<file path="config.mk">
export PLATFORM = sky130hd
export DESIGN_NAME = axis_m_burst
export DESIGN_NICKNAME = d
export VERILOG_FILES = /design/src/rtl/axis_m_burst.sv
export SDC_FILE = /design/constraint.sdc
export NUM_CORES = 1
export LEC_CHECK = 0
export CORE_ASPECT_RATIO = 0.6
export CORE_MARGIN = 1
export CORE_UTILIZATION = 25
export DETAILED_ROUTE_END_ITERATION = 12
export GPL_ROUTABILITY_DRIVEN = 0
export HOLD_SLACK_MARGIN = 0.08
export SYNTH_ARGS = -nofsm -noshare
export SYNTH_HDL_FRONTEND = slang
export SYNTH_SLANG_ARGS = --single-unit
</file>
<file path="constraint.sdc">
create_clock -name aclk -period 2.8 [get_ports aclk]
set_input_delay 0.28 -clock aclk [delete_from_list [all_inputs] [get_ports aclk]]
set_output_delay 0.28 -clock aclk [all_outputs]
set_load 0.02 [all_outputs]
</file>
<file path="src/rtl/axis_m_burst.sv">
// -----------------------------------------------------------------------------
// axis_m_burst
//   AXI-Stream burst master. Requests ({seed, len}) are pushed into a small
//   FIFO and each is streamed as one tlast-terminated packet of len+1 beats.
//   The payload is the seed on every beat (INC_MODE=0) or a seed that
//   increments by one per beat (INC_MODE=1). Queued requests follow one
//   another back-to-back with no idle cycle between packets.
//
// Ports
//   aclk      : clock, rising edge
//   areset    : asynchronous reset, active high
//   data      : seed word of a request, sampled with send
//   len       : beats minus one of a request, sampled with send
//   send      : request strobe, one request per high cycle
//   q_full    : request queue holds QDEPTH entries
//   q_level   : queued requests, not counting the packet in flight
//   overflow  : sticky, a request was dropped because the queue was full
//   tready    : slave ready
//   tvalid    : master valid
//   tlast     : final beat of the packet
//   tdata     : payload
//   finish    : one-cycle pulse after each packet's last handshake
// -----------------------------------------------------------------------------
module axis_m_burst #(
  parameter int DATA_W   = 32,
  parameter int LEN_W    = 8,
  parameter int QDEPTH   = 4,
  parameter int INC_MODE = 1
) (
  input  logic                       aclk,
  input  logic                       areset,
  input  logic [DATA_W-1:0]          data,
  input  logic [LEN_W-1:0]           len,
  input  logic                       send,
  output logic                       q_full,
  output logic [$clog2(QDEPTH):0]    q_level,
  output logic                       overflow,
  input  logic                       tready,
  output logic                       tvalid,
  output logic                       tlast,
  output logic [DATA_W-1:0]          tdata,
  output logic                       finish
);

  localparam int AW  = $clog2(QDEPTH);
  localparam int LVW = AW + 1;

  typedef enum logic {IDLE, STREAM} state_t;

  // ---------------------------------------------------------------------------
  // Request queue
  // ---------------------------------------------------------------------------
  logic [DATA_W-1:0] q_data [QDEPTH];
  logic [LEN_W-1:0]  q_len  [QDEPTH];
  logic [AW-1:0]     wr_ptr;
  logic [AW-1:0]     rd_ptr;
  logic [LVW-1:0]    level;
  logic              full;
  logic              empty;
  logic              push;
  logic              pop;

  // Fullness uses the registered level only, so a pop in the same cycle
  // never makes room for a push.
  assign full  = (level == LVW'(QDEPTH));
  assign empty = (level == '0);
  assign push  = send && !full;

  // NOTE: storage is not reset; entries are only read once level says they
  // were written, so clearing them would add reset fanout for no benefit.
  always_ff @(posedge aclk) begin
    if (push) begin
      q_data[wr_ptr] <= data;
      q_len[wr_ptr]  <= len;
    end
  end

  // NOTE: sequential state uses non-blocking assignments so every register
  // samples pre-edge values regardless of statement order.
  always_ff @(posedge aclk or posedge areset) begin
    if (areset) begin
      wr_ptr   <= '0;
      rd_ptr   <= '0;
      level    <= '0;
      overflow <= 1'b0;
    end else begin
      if (push) wr_ptr <= wr_ptr + AW'(1);
      if (pop)  rd_ptr <= rd_ptr + AW'(1);
      case ({push, pop})
        2'b10:   level <= level + LVW'(1);
        2'b01:   level <= level - LVW'(1);
        default: level <= level;
      endcase
      if (send && full) overflow <= 1'b1;
    end
  end

  assign q_level = level;
  assign q_full  = full;

  // ---------------------------------------------------------------------------
  // Stream FSM
  // ---------------------------------------------------------------------------
  state_t            state, state_nxt;
  logic [LEN_W-1:0]  cnt, cnt_nxt;
  logic              valid_nxt;
  logic              last_nxt;
  logic [DATA_W-1:0] data_nxt;
  logic              finish_nxt;
  logic              load;

  always_ff @(posedge aclk or posedge areset) begin
    if (areset) begin
      state  <= IDLE;
      cnt    <= '0;
      tvalid <= 1'b0;
      tlast  <= 1'b0;
      tdata  <= '0;
      finish <= 1'b0;
    end else begin
      state  <= state_nxt;
      cnt    <= cnt_nxt;
      tvalid <= valid_nxt;
      tlast  <= last_nxt;
      tdata  <= data_nxt;
      finish <= finish_nxt;
    end
  end

  // NOTE: every output of this block gets a default first so no path leaves
  // a signal unassigned, which would infer a latch.
  always_comb begin
    state_nxt  = state;
    cnt_nxt    = cnt;
    valid_nxt  = tvalid;
    last_nxt   = tlast;
    data_nxt   = tdata;
    finish_nxt = 1'b0;
    load       = 1'b0;
    pop        = 1'b0;

    case (state)
      IDLE: begin
        if (!empty) load = 1'b1;
      end
      STREAM: begin
        if (tvalid && tready) begin
          if (tlast) begin
            finish_nxt = 1'b1;
            if (!empty) begin
              // Back-to-back: next packet starts without dropping tvalid.
              load = 1'b1;
            end else begin
              valid_nxt = 1'b0;
              last_nxt  = 1'b0;
              state_nxt = IDLE;
            end
          end else begin
            cnt_nxt  = cnt - LEN_W'(1);
            last_nxt = (cnt == LEN_W'(1));
            if (INC_MODE != 0) data_nxt = tdata + DATA_W'(1);
          end
        end
      end
      default: state_nxt = IDLE;
    endcase

    if (load) begin
      pop       = 1'b1;
      data_nxt  = q_data[rd_ptr];
      cnt_nxt   = q_len[rd_ptr];
      valid_nxt = 1'b1;
      last_nxt  = (q_len[rd_ptr] == '0);
      state_nxt = STREAM;
    end
  end

endmodule

</file>
==> results.sh, run 1 <==
export IMPL_peakVddDrop_mv=0.454
export IMPL_postRouteWirelength_um=20600
export IMPL_ctsResizeCount=0
export IMPL_worst_pin_slew_ns=0.736
export IMPL_p_int_uw=7390
export IMPL_dp_cells=1071
export IMPL_clkPwrFrac=0.228
export IMPL_min_path_type="in2async"
export IMPL_num_vias=4907
export IMPL_drc=0
export IMPL_grt_first_pass_wirelength_um=32000
export IMPL_netlist_area_um2=8710
export IMPL_rsz0062_at_grt="no"
export IMPL_grt_max_degree=57
export IMPL_cts_max_path_buffers=3
export IMPL_rows=52
export IMPL_ys_seq_area_frac=0.701
export IMPL_dr_pass1_iters=4
export IMPL_synth_top_cell_by_area="edfxtp_1"
export IMPL_insertion_delay_ns=0.50
export IMPL_grt_use_total=0.119
export IMPL_portBuffers=83
export IMPL_syn_area_per_cell_um2=16.4
export IMPL_yosys_warnings=0
export IMPL_post_cts_buffers=0
export IMPL_antenna_found_initial=0
export IMPL_power_leakage_uw=0.00359
export IMPL_setup_viol=0
export IMPL_synth_area_top_cells="edfxtp_1 (55%), dfrtp_1 (15%), mux4_2 (10%)"
export IMPL_die_y_um=147
export IMPL_p_sw_frac=0.341
export IMPL_final_area_um2=10800
export IMPL_required_ns=3.17
export IMPL_status="completed"
export IMPL_synth_edf_count=160
export IMPL_final_antenna_net_count=0
export IMPL_nNetsFinal=686
export IMPL_slew_limit_headroom=0.509
export IMPL_fmax_ghz=0.442
export IMPL_core_region_area_um2=34000
export IMPL_instances_no_fill=1104
export IMPL_hold_buffers=0
export IMPL_htreeDepth=1
export IMPL_clkTransAtPathRegs_ns=0.07
export IMPL_cts_buffers_inserted=19
export IMPL_seq_power_share=0.442
export IMPL_synth_flop_cell="edfxtp_1"
export IMPL_start_util=0.256
export IMPL_cp_end_kind="flip-flop"
export IMPL_period_share=0.809
export IMPL_hpwlAfterDp_um=14600
export IMPL_wire_per_inst_um=18.6
export IMPL_power_density_nw_per_um2=1040
export IMPL_cts_tree="yes"
export IMPL_synth_top_area_frac=0.552
export IMPL_area_growth_pct=23.6
export IMPL_slowest_delay_ns=0.48
export IMPL_synth_common_cells="edfxtp_1 (160), dfrtp_1 (52), nand2_1 (43)"
export IMPL_ys_ff_latch=212
export IMPL_grt_pass1_vias=5051
export IMPL_layout_drive_gt1_share=0.153
export IMPL_skew_ns=0.0113
export IMPL_synthDistinctLibCells=50
export IMPL_placed_cell_area_um2=10200
export IMPL_r2r_cells=7
export IMPL_die_area_um2=35600
export IMPL_slowest_stage="nor3_1"
export IMPL_crit_path_start_kind="flip-flop"
export IMPL_synthCells=532
export IMPL_viasPerCell=4.44
export IMPL_timing_setup_tns_ns=0
export IMPL_setup_slack_ns=0.535
export IMPL_root_buffer="clkbuf_16"
export IMPL_p_switching_uw=3820
export IMPL_arrival_ns=2.63
export IMPL_cts_sinks=212
export IMPL_io_pins=84
export IMPL_pwr_share_comb=0.329
export IMPL_dr_first_iter_drc_count=361
export IMPL_maxSlewViolCount=0
export IMPL_dp_slack_ns=0.362
export IMPL_synth_most_common_cell="edfxtp_1"
export IMPL_synth_fp_nets=585
export IMPL_synthArstFlopShare=0.245
export IMPL_crit_path_max_fanout=56
export IMPL_critical_path_class="reg2reg"
export IMPL_die_x_um=243
export IMPL_overflow=0
export IMPL_maxCapViolCount=0
export IMPL_min_period_ns=2.26
export IMPL_hold_viol=0
export IMPL_path_cells="nor3_1, a21o_1, clkinv_1, buf_4, nor2_1, o21ai_0, o311ai_0"
export IMPL_diodes=0
export IMPL_finalPower_uw=11200
registers in the layout, summed over array words and instances (netlist names):
signal    cells
q_data      128
tdata        32
wr_ptr        2
tlast         1
tvalid        1
state         1
finish        1
q_level       3
rd_ptr        2
q_len        32
overflow      1
cnt           8
cell usage in the layout (no fill, tap or decap), types with 3 or more instances in the layout:
| master | netlist | final |
|---|---|---|
| a211oi_1 | 3 | 3 |
| a21oi_1 | 7 | 7 |
| a31oi_1 | 3 | 3 |
| and2_2 | 0 | 4 |
| and3_1 | 4 | 4 |
| buf_4 | 1 | 18 |
| clkbuf_1 | 10 | 5 |
| clkbuf_16 | 0 | 19 |
| clkdlybuf4s50_1 | 0 | 83 |
| clkinv_1 | 0 | 7 |
| dfrtp_1 | 52 | 50 |
| edfxtp_1 | 160 | 160 |
| ha_1 | 8 | 8 |
| inv_1 | 15 | 13 |
| mux4_2 | 40 | 40 |
| nand2_1 | 43 | 43 |
| nand3_1 | 13 | 13 |
| nand4_1 | 14 | 14 |
| nor2_1 | 28 | 28 |
| nor3_1 | 10 | 10 |
| nor4_1 | 4 | 4 |
| nor4b_2 | 3 | 3 |
| o21ai_0 | 28 | 28 |
| or3_1 | 3 | 3 |
| xnor2_1 | 17 | 17 |
| xor2_1 | 15 | 15 |
routing by layer:
metal,up-vias,GRT usage,wire [um]
met5,-,0,0
met4,0,0.0176,248
met3,18,0.0298,1220
met2,109,0.177,8940
met1,2523,0.177,10200
li1,2257,-,-
through the flow:
| stage | utilization | hold WS (ns) |
|---|---|---|
| 2_1_floorplan | - | 0.379 |
| 3_3_place_gp | 0.300 | 0.439 |
| 3_5_place_dp | 0.300 | 0.452 |
| 4_1_cts | 0.317 | 0.134 |
| 5_1_grt | 0.317 | 0.166 |
| 6_report | 0.317 | 0.139 |
layout make-up:
| cell class | count | area [um^2] |
|---|---|---|
| Clock buffer | 24 | 494 |
| Multi-Input combinational cell | 283 | 2450 |
| Inverter | 15 | 56.3 |
| Fill cell | 3387 | 23200 |
| Timing Repair Buffer | 102 | 986 |
| Clock inverter | 9 | 87.6 |
| Sequential cell | 212 | 6110 |
| Tap cell | 459 | 574 |
path summary, 6_finish.rpt:
kind	from	end	slack, ns
worst max register to register	q_level[2]$_DFFE_PP0P_	cnt[3]$_DFFE_PP0P_	0.54
min in group aclk	send	overflow$_DFFE_PP0P_	0.40
max in group asynchronous	areset	rd_ptr[1]$_DFFE_PP0N_	2.37
worst min register to register	overflow$_DFFE_PP0P_	overflow$_DFFE_PP0P_	0.46
worst min-delay path	areset	overflow$_DFFE_PP0P_	0.14
worst max-delay path	q_level[2]$_DFFE_PP0P_	cnt[3]$_DFFE_PP0P_	0.54
power groups by stage:
| stage | clock network (uW) | registers [uW] | logic (uW) |
|---|---|---|---|
| after floorplan | 0 | 5060 | 2100 |
| after global placement | 0 | 5010 | 3720 |
| after detailed placement | 0 | 5020 | 3760 |
| after CTS | 2650 | 4970 | 3770 |
| after global routing | 2770 | 5070 | 4040 |
| final | 2560 | 4960 | 3690 |
critical path, delay by kind of cell, from the launching register on:
kind | cells | cell delay [ns]
flops | 1 | 0.42
buf+inv | 2 | 0.38
compound gates | 3 | 0.44
simple gates | 2 | 0.87
cell families (layout without fill, tap and decap cells):
family                     count (synthesis)  count (layout)  synth area share
AOI/OAI and AO/OA                         56              56            0.0391
xor gates and xnor gates                  32              32            0.0322
muxes                                     43              43             0.107
buffers and inverters                     37             150            0.0175
DFF                                      212             212             0.701
and+or+nand+nor                          143             143            0.0890
adders and majority gates                  9               9            0.0138
Power figures use the tool's default switching activity.
==> run 2: changes to the inputs <==
==> constraint.sdc (replaced) <==
create_clock -name aclk -period 2.02 [get_ports aclk]
set_input_delay 0.202 -clock aclk [delete_from_list [all_inputs] [get_ports aclk]]
set_output_delay 0.202 -clock aclk [all_outputs]
set_load 0.02 [all_outputs]
==> run 2 against run 1 <==
Net effect: setup slack got worse by 0.44 ns; sequential power increased by 33%; global-route usage increased by 0.47 points; clock skew increased by 0.0027 ns; worst hold slack improved by 0.18 ns; fmax increased by 18%; non-clock buffer count increased by 44; sequential share of layout area decreased by 2.4 points; total power increased by 44%; clock power increased by 33%; via count increased by 3.6%; highest routed layer unchanged.
==> results.sh, run 2 (synthesized netlist as in run 1, its figures left out) <==
export IMPL_status="completed"
export IMPL_worstHoldStart="send"
export IMPL_crit_path_max_fanout=4
export IMPL_fill_cells=3321
export IMPL_setup_viol=0
export IMPL_wire_per_inst_um=18.6
export IMPL_critical_path_class="reg2reg"
export IMPL_timing_setup_tns_ns=0
export IMPL_root_buffer="clkbuf_16"
export IMPL_setup_slack_ns=0.0984
export IMPL_largest_register_ff_count=128
export IMPL_period_share=0.951
export IMPL_min_period_ns=1.92
export IMPL_num_vias=5085
export IMPL_power_density_nw_per_um2=1440
export IMPL_clkTransAtPathRegs_ns=0.07
export IMPL_min_path_type="in2reg"
export IMPL_portBuffers=83
export IMPL_slew_limit_headroom=0.653
export IMPL_rsz0062_at_grt="yes"
export IMPL_top_regs="q_data x128, q_len x32, tdata x32"
export IMPL_cp_startpoint="q_level[0]$_DFFE_PP0P_"
export IMPL_dr_pass1_iters=4
export IMPL_slowest_stage="dfrtp_2"
export IMPL_final_antenna_net_count=0
export IMPL_power_leakage_uw=0.00384
export IMPL_peakVddDrop_mv=0.704
export IMPL_slowest_delay_ns=0.41
export IMPL_largest_register="q_data"
export IMPL_antenna_found_initial=0
export IMPL_htreeDepth=1
export IMPL_drc=0
export IMPL_fmax_ghz=0.520
export IMPL_start_util=0.256
export IMPL_viasPerCell=4.42
export IMPL_final_common_cell="edfxtp_1"
export IMPL_cts_tree="yes"
export IMPL_critPathBufInv=3
export IMPL_die_y_um=147
export IMPL_layout_drive_gt1_share=0.236
export IMPL_cts_sinks=212
export IMPL_path_cells="inv_2, and3_4, nor2b_1, inv_2, ha_4, inv_1, fa_2, xor2_1, nor2_1, xor2_1"
export IMPL_maxCapViolCount=0
export IMPL_worst_pin_slew_ns=0.520
export IMPL_r2r_start="q_level[0]$_DFFE_PP0P_"
export IMPL_required_ns=2.41
export IMPL_dr_first_iter_drc_count=412
export IMPL_crit_family="simple AND/OR/NAND/NOR gates"
export IMPL_hold_viol=0
export IMPL_skew_ns=0.0140
export IMPL_overflow=0
export IMPL_nNetsFinal=730
export IMPL_postRouteWirelength_um=21400
export IMPL_arrival_ns=2.31
export IMPL_layout_common_cells="edfxtp_1 (160), clkdlybuf4s50_1 (82), buf_4 (50), dfrtp_1 (45), nand2_1 (43)"
export IMPL_io_pins=84
export IMPL_grt_max_degree=56
export IMPL_dp_slack_ns=-0.148
export IMPL_cts_buffers_inserted=19
export IMPL_grt_use_total=0.124
export IMPL_core_region_area_um2=34000
export IMPL_rows=52
export IMPL_die_x_um=243
export IMPL_maxSlewViolCount=0
export IMPL_grt_pass1_vias=5286
export IMPL_die_area_um2=35600
export IMPL_grt_first_pass_wirelength_um=33200
export IMPL_insertion_delay_ns=0.51
export IMPL_area_growth_pct=29.2
export IMPL_crit_path_start_kind="flip-flop"
export IMPL_cp_end_kind="flip-flop"
export IMPL_cts_max_path_buffers=3
export IMPL_hpwlAfterDp_um=15400
[run 2: layout make-up]
| cell class | instances | area [um^2] | area share |
|---|---|---|---|
| diodes | 1 | 2.50 | 0.000222 |
| repair buffers | 146 | 1460 | 0.129 |
| clock buffers | 20 | 489 | 0.0435 |
| multi-input cells | 283 | 2490 | 0.221 |
| inverters | 15 | 56.3 | 0.00500 |
| clock inverters | 14 | 68.8 | 0.00612 |
| flip-flops and latches | 212 | 6110 | 0.543 |
| well taps | 459 | 574 | 0.0510 |
[run 2: path summary, 6_finish.rpt]
| check | slack [ns] | cells past startpoint | to |
|---|---|---|---|
| max in group asynchronous | 0.88 | 4 | tdata[13]$_DFFE_PP0P_ |
| min reg2reg | 0.46 | 1 | overflow$_DFFE_PP0P_ |
| max | 0.1 | 10 | q_level[2]$_DFFE_PP0P_ |
| min in group asynchronous | 0.63 | 3 | finish$_DFF_PP0_ |
| min | 0.32 | 2 | overflow$_DFFE_PP0P_ |
| max reg2reg | 0.1 | 10 | q_level[2]$_DFFE_PP0P_ |
[run 2: per-layer routing]
layer	vias up	GRT usage	share of wire
li1	2350	-	-
met1	2597	0.185	0.49
met2	116	0.181	0.43
met3	22	0.0344	0.060
met4	0	0.0176	0.012
met5	-	0	0
[run 2: worst register-to-register path, delay by kind of cell, from the launching register on]
family / cells / cell delay (ns)
adders and majority gates: 2 / 0.36
and+or+nand+nor: 3 / 0.55
xor gates and xnor gates: 2 / 0.28
buffers and inverters: 3 / 0.21
DFF: 1 / 0.41
[run 2: per-stage QoR]
step	instance area [um^2]	hold slack (ns)	instances	util	total power, uW
2_1_floorplan	8760	0.301	532	-	9980
3_3_place_gp	10700	0.439	1113	0.314	12800
3_5_place_dp	10700	0.448	1113	0.314	12900
4_1_cts	11200	0.302	1148	0.331	16300
5_1_grt	11200	0.311	1149	0.331	17100
6_report	11300	0.320	1150	0.331	16200
[run 2: repair_timing]
action | 4_1_cts | 5_1_grt
hold endpoints to repair | 18 | 0
setup endpoints to repair | 1 | 5
setup buffers | 0 | 1
resized for setup | 1 | 3
hold buffers | 1 | 0
[run 2: where the power goes]
group	switching [uW]	leakage (uW)	internal [uW]	total, uW
Sequential	699	0.00208	5910	6610
Clock	1630	0.000279	1760	3400
Combinational	3210	0.00148	2930	6140
Total	5540	0.00384	10600	16200
==> run 3: changes to the inputs <==
==> constraint.sdc (replaced) <==
create_clock -name aclk -period 1.7 [get_ports aclk]
set_input_delay 0.17 -clock aclk [delete_from_list [all_inputs] [get_ports aclk]]
set_output_delay 0.17 -clock aclk [all_outputs]
set_load 0.02 [all_outputs]
==> run 3 against run 2 <==
Net effect: the run now ends with negative setup slack left; worst hold slack got worse by 0.033 ns; sequential cell count unchanged; non-clock buffer count up 47; design area grew 6.4%; largest cell class unchanged; combinational power rose by 36%; fmax grew 5.3%; sequential share of layout area shrank 3.1 points; via count grew 7.6%.
==> results.sh, run 3 (synthesized netlist as in run 1, its figures left out) <==
export IMPL_status="finished, violations left"
export IMPL_failed_checks="negative setup slack"
export IMPL_layout_common_cells="edfxtp_1 (160), buf_4 (81), clkdlybuf4s50_1 (45), nand2_1 (43), mux4_2 (40)"
export IMPL_path_cells="buf_6, nand4b_1, buf_4, nor4_4, nand3_2, or3_1, a31oi_1"
export IMPL_largest_register_ff_count=128
export IMPL_pwr_share_comb=0.408
export IMPL_rows=52
export IMPL_route_top_layer_used="met4"
export IMPL_clkPwrFrac=0.206
export IMPL_placed_cell_area_um2=10900
export IMPL_crit_path_start_kind="flip-flop"
export IMPL_worst_pin_slew_ns=0.367
export IMPL_grt_pass1_vias=5474
export IMPL_die_x_um=243
export IMPL_largest_register="q_data"
export IMPL_start_util=0.256
export IMPL_setup_viol=20
export IMPL_portBuffers=83
export IMPL_cts_max_path_buffers=3
export IMPL_min_path_cells=2
export IMPL_min_period_ns=1.82
export IMPL_layout_drive_gt1_share=0.342
export IMPL_post_route_util=0.353
export IMPL_die_y_um=147
export IMPL_cts_buffers_inserted=19
export IMPL_crit_path_max_fanout=4
export IMPL_grt_use_total=0.125
export IMPL_r2r_cells=7
export IMPL_p_sw_frac=0.347
export IMPL_fill_cells=3241
export IMPL_crit_cells=7
export IMPL_wl_met3_um=1320
export IMPL_m1WireLength_um=11400
export IMPL_final_common_cell="edfxtp_1"
export IMPL_hpwlAfterDp_um=15600
export IMPL_maxSlewViolCount=0
export IMPL_viasPerCell=4.58
export IMPL_final_antenna_net_count=0
export IMPL_power_density_nw_per_um2=1710
export IMPL_cts_tree="yes"
export IMPL_multi_input_area_um2=2740
export IMPL_grt_first_pass_wirelength_um=33700
export IMPL_arrival_ns=2.25
export IMPL_p_int_uw=13400
export IMPL_overflow=0
export IMPL_p_switching_uw=7110
export IMPL_dr_pass1_iters=7
export IMPL_peakVddDrop_mv=0.728
export IMPL_io_pins=84
export IMPL_hold_viol=0
export IMPL_power_leakage_uw=0.00431
export IMPL_postRouteWirelength_um=23100
export IMPL_final_area_um2=12000
export IMPL_seq_power_share=0.386
export IMPL_maxCapViolCount=0
export IMPL_grt_max_degree=56
export IMPL_cp_end_kind="flip-flop"
export IMPL_diodes=0
export IMPL_wl_met2_um=10200
export IMPL_htreeDepth=1
export IMPL_drc=0
export IMPL_slowest_delay_ns=0.40
export IMPL_antenna_found_initial=0
export IMPL_slowest_stage="dfrtp_1"
export IMPL_slew_limit_headroom=0.753
export IMPL_period_share=1.07
export IMPL_critical_path_class="reg2reg"
export IMPL_wire_per_inst_um=19.3
export IMPL_area_growth_pct=37.5
export IMPL_die_area_um2=35600
export IMPL_clkTransAtPathRegs_ns=0.07
export IMPL_dp_slack_ns=-0.463
export IMPL_required_ns=2.12
export IMPL_skew_ns=0.00987
export IMPL_setup_slack_ns=-0.124
export IMPL_dr_first_iter_drc_count=438
export IMPL_num_vias=5470
export IMPL_seq_area_um2=6140
export IMPL_top_regs="q_data x128, q_len x32, tdata x32"
export IMPL_fmax_ghz=0.548
export IMPL_min_path_type="in2reg"
export IMPL_core_region_area_um2=34000
export IMPL_rsz0062_at_grt="yes"
export IMPL_crit_family="simple AND/OR/NAND/NOR gates"
export IMPL_root_buffer="clkbuf_16"
export IMPL_insertion_delay_ns=0.50
export IMPL_cts_sinks=212
export IMPL_nNetsFinal=777
export IMPL_critPathBufInv=2
export IMPL_finalPower_uw=20500
## run 3: cell type report
class,count,share of cell area
Tap cell,459,0.0480
Inverter,15,0.00470
Timing Repair Buffer,193,0.158
Clock inverter,4,0.00355
Sequential cell,212,0.513
Clock buffer,29,0.0445
Multi-Input combinational cell,283,0.229
## run 3: worst paths after layout
kind	startpoint	to	slack, ns
worst min register to register	overflow$_DFFE_PP0P_	overflow$_DFFE_PP0P_	0.46
worst min-delay path	send	overflow$_DFFE_PP0P_	0.29
worst max-delay path	state$_DFF_PP0_	tdata[31]$_DFFE_PP0P_	-0.12
min in group asynchronous	areset	overflow$_DFFE_PP0P_	0.58
worst max register to register	state$_DFF_PP0_	tdata[31]$_DFFE_PP0P_	-0.12
max in group asynchronous	areset	tdata[9]$_DFFE_PP0P_	0.80
## run 3: power by group through the flow
| stage | registers [uW] | logic [uW] | clock network [uW] |
|---|---|---|---|
| after floorplan | 8400 | 3640 | 0 |
| after global placement | 7900 | 7890 | 0 |
| after detailed placement | 7930 | 7980 | 0 |
| after CTS | 7840 | 7960 | 4300 |
| after global routing | 8010 | 8980 | 4530 |
| final | 7890 | 8350 | 4210 |
## run 3: what timing repair did
| action | 4_1_cts | 5_1_grt |
|---|---|---|
| pin swaps | 17 | 24 |
| cloned | 0 | 4 |
| hold buffers | 1 | 0 |
| endpoints found under the hold margin | 52 | 0 |
| gates resized for setup | 70 | 37 |
| buffers inserted | 9 | 8 |
| endpoints found under the setup margin | 228 | 41 |
## run 3: stage by stage
step | instances | hold WS, ns | setup TNS [ns]
after global placement | 1141 | 0.442 | -33.98
after detailed placement | 1141 | 0.457 | -26.25
final | 1195 | 0.287 | -0.905
after CTS | 1183 | 0.271 | -0.688
after global routing | 1195 | 0.292 | -2.77
after floorplan | 532 | 0.269 | -5.03
## run 3: routing by layer
metal | GRT usage | vias to the layer above
met5 | 0 | -
met4 | 0.0151 | 0
met3 | 0.0296 | 27
met2 | 0.185 | 167
met1 | 0.189 | 2835
li1 | - | 2441
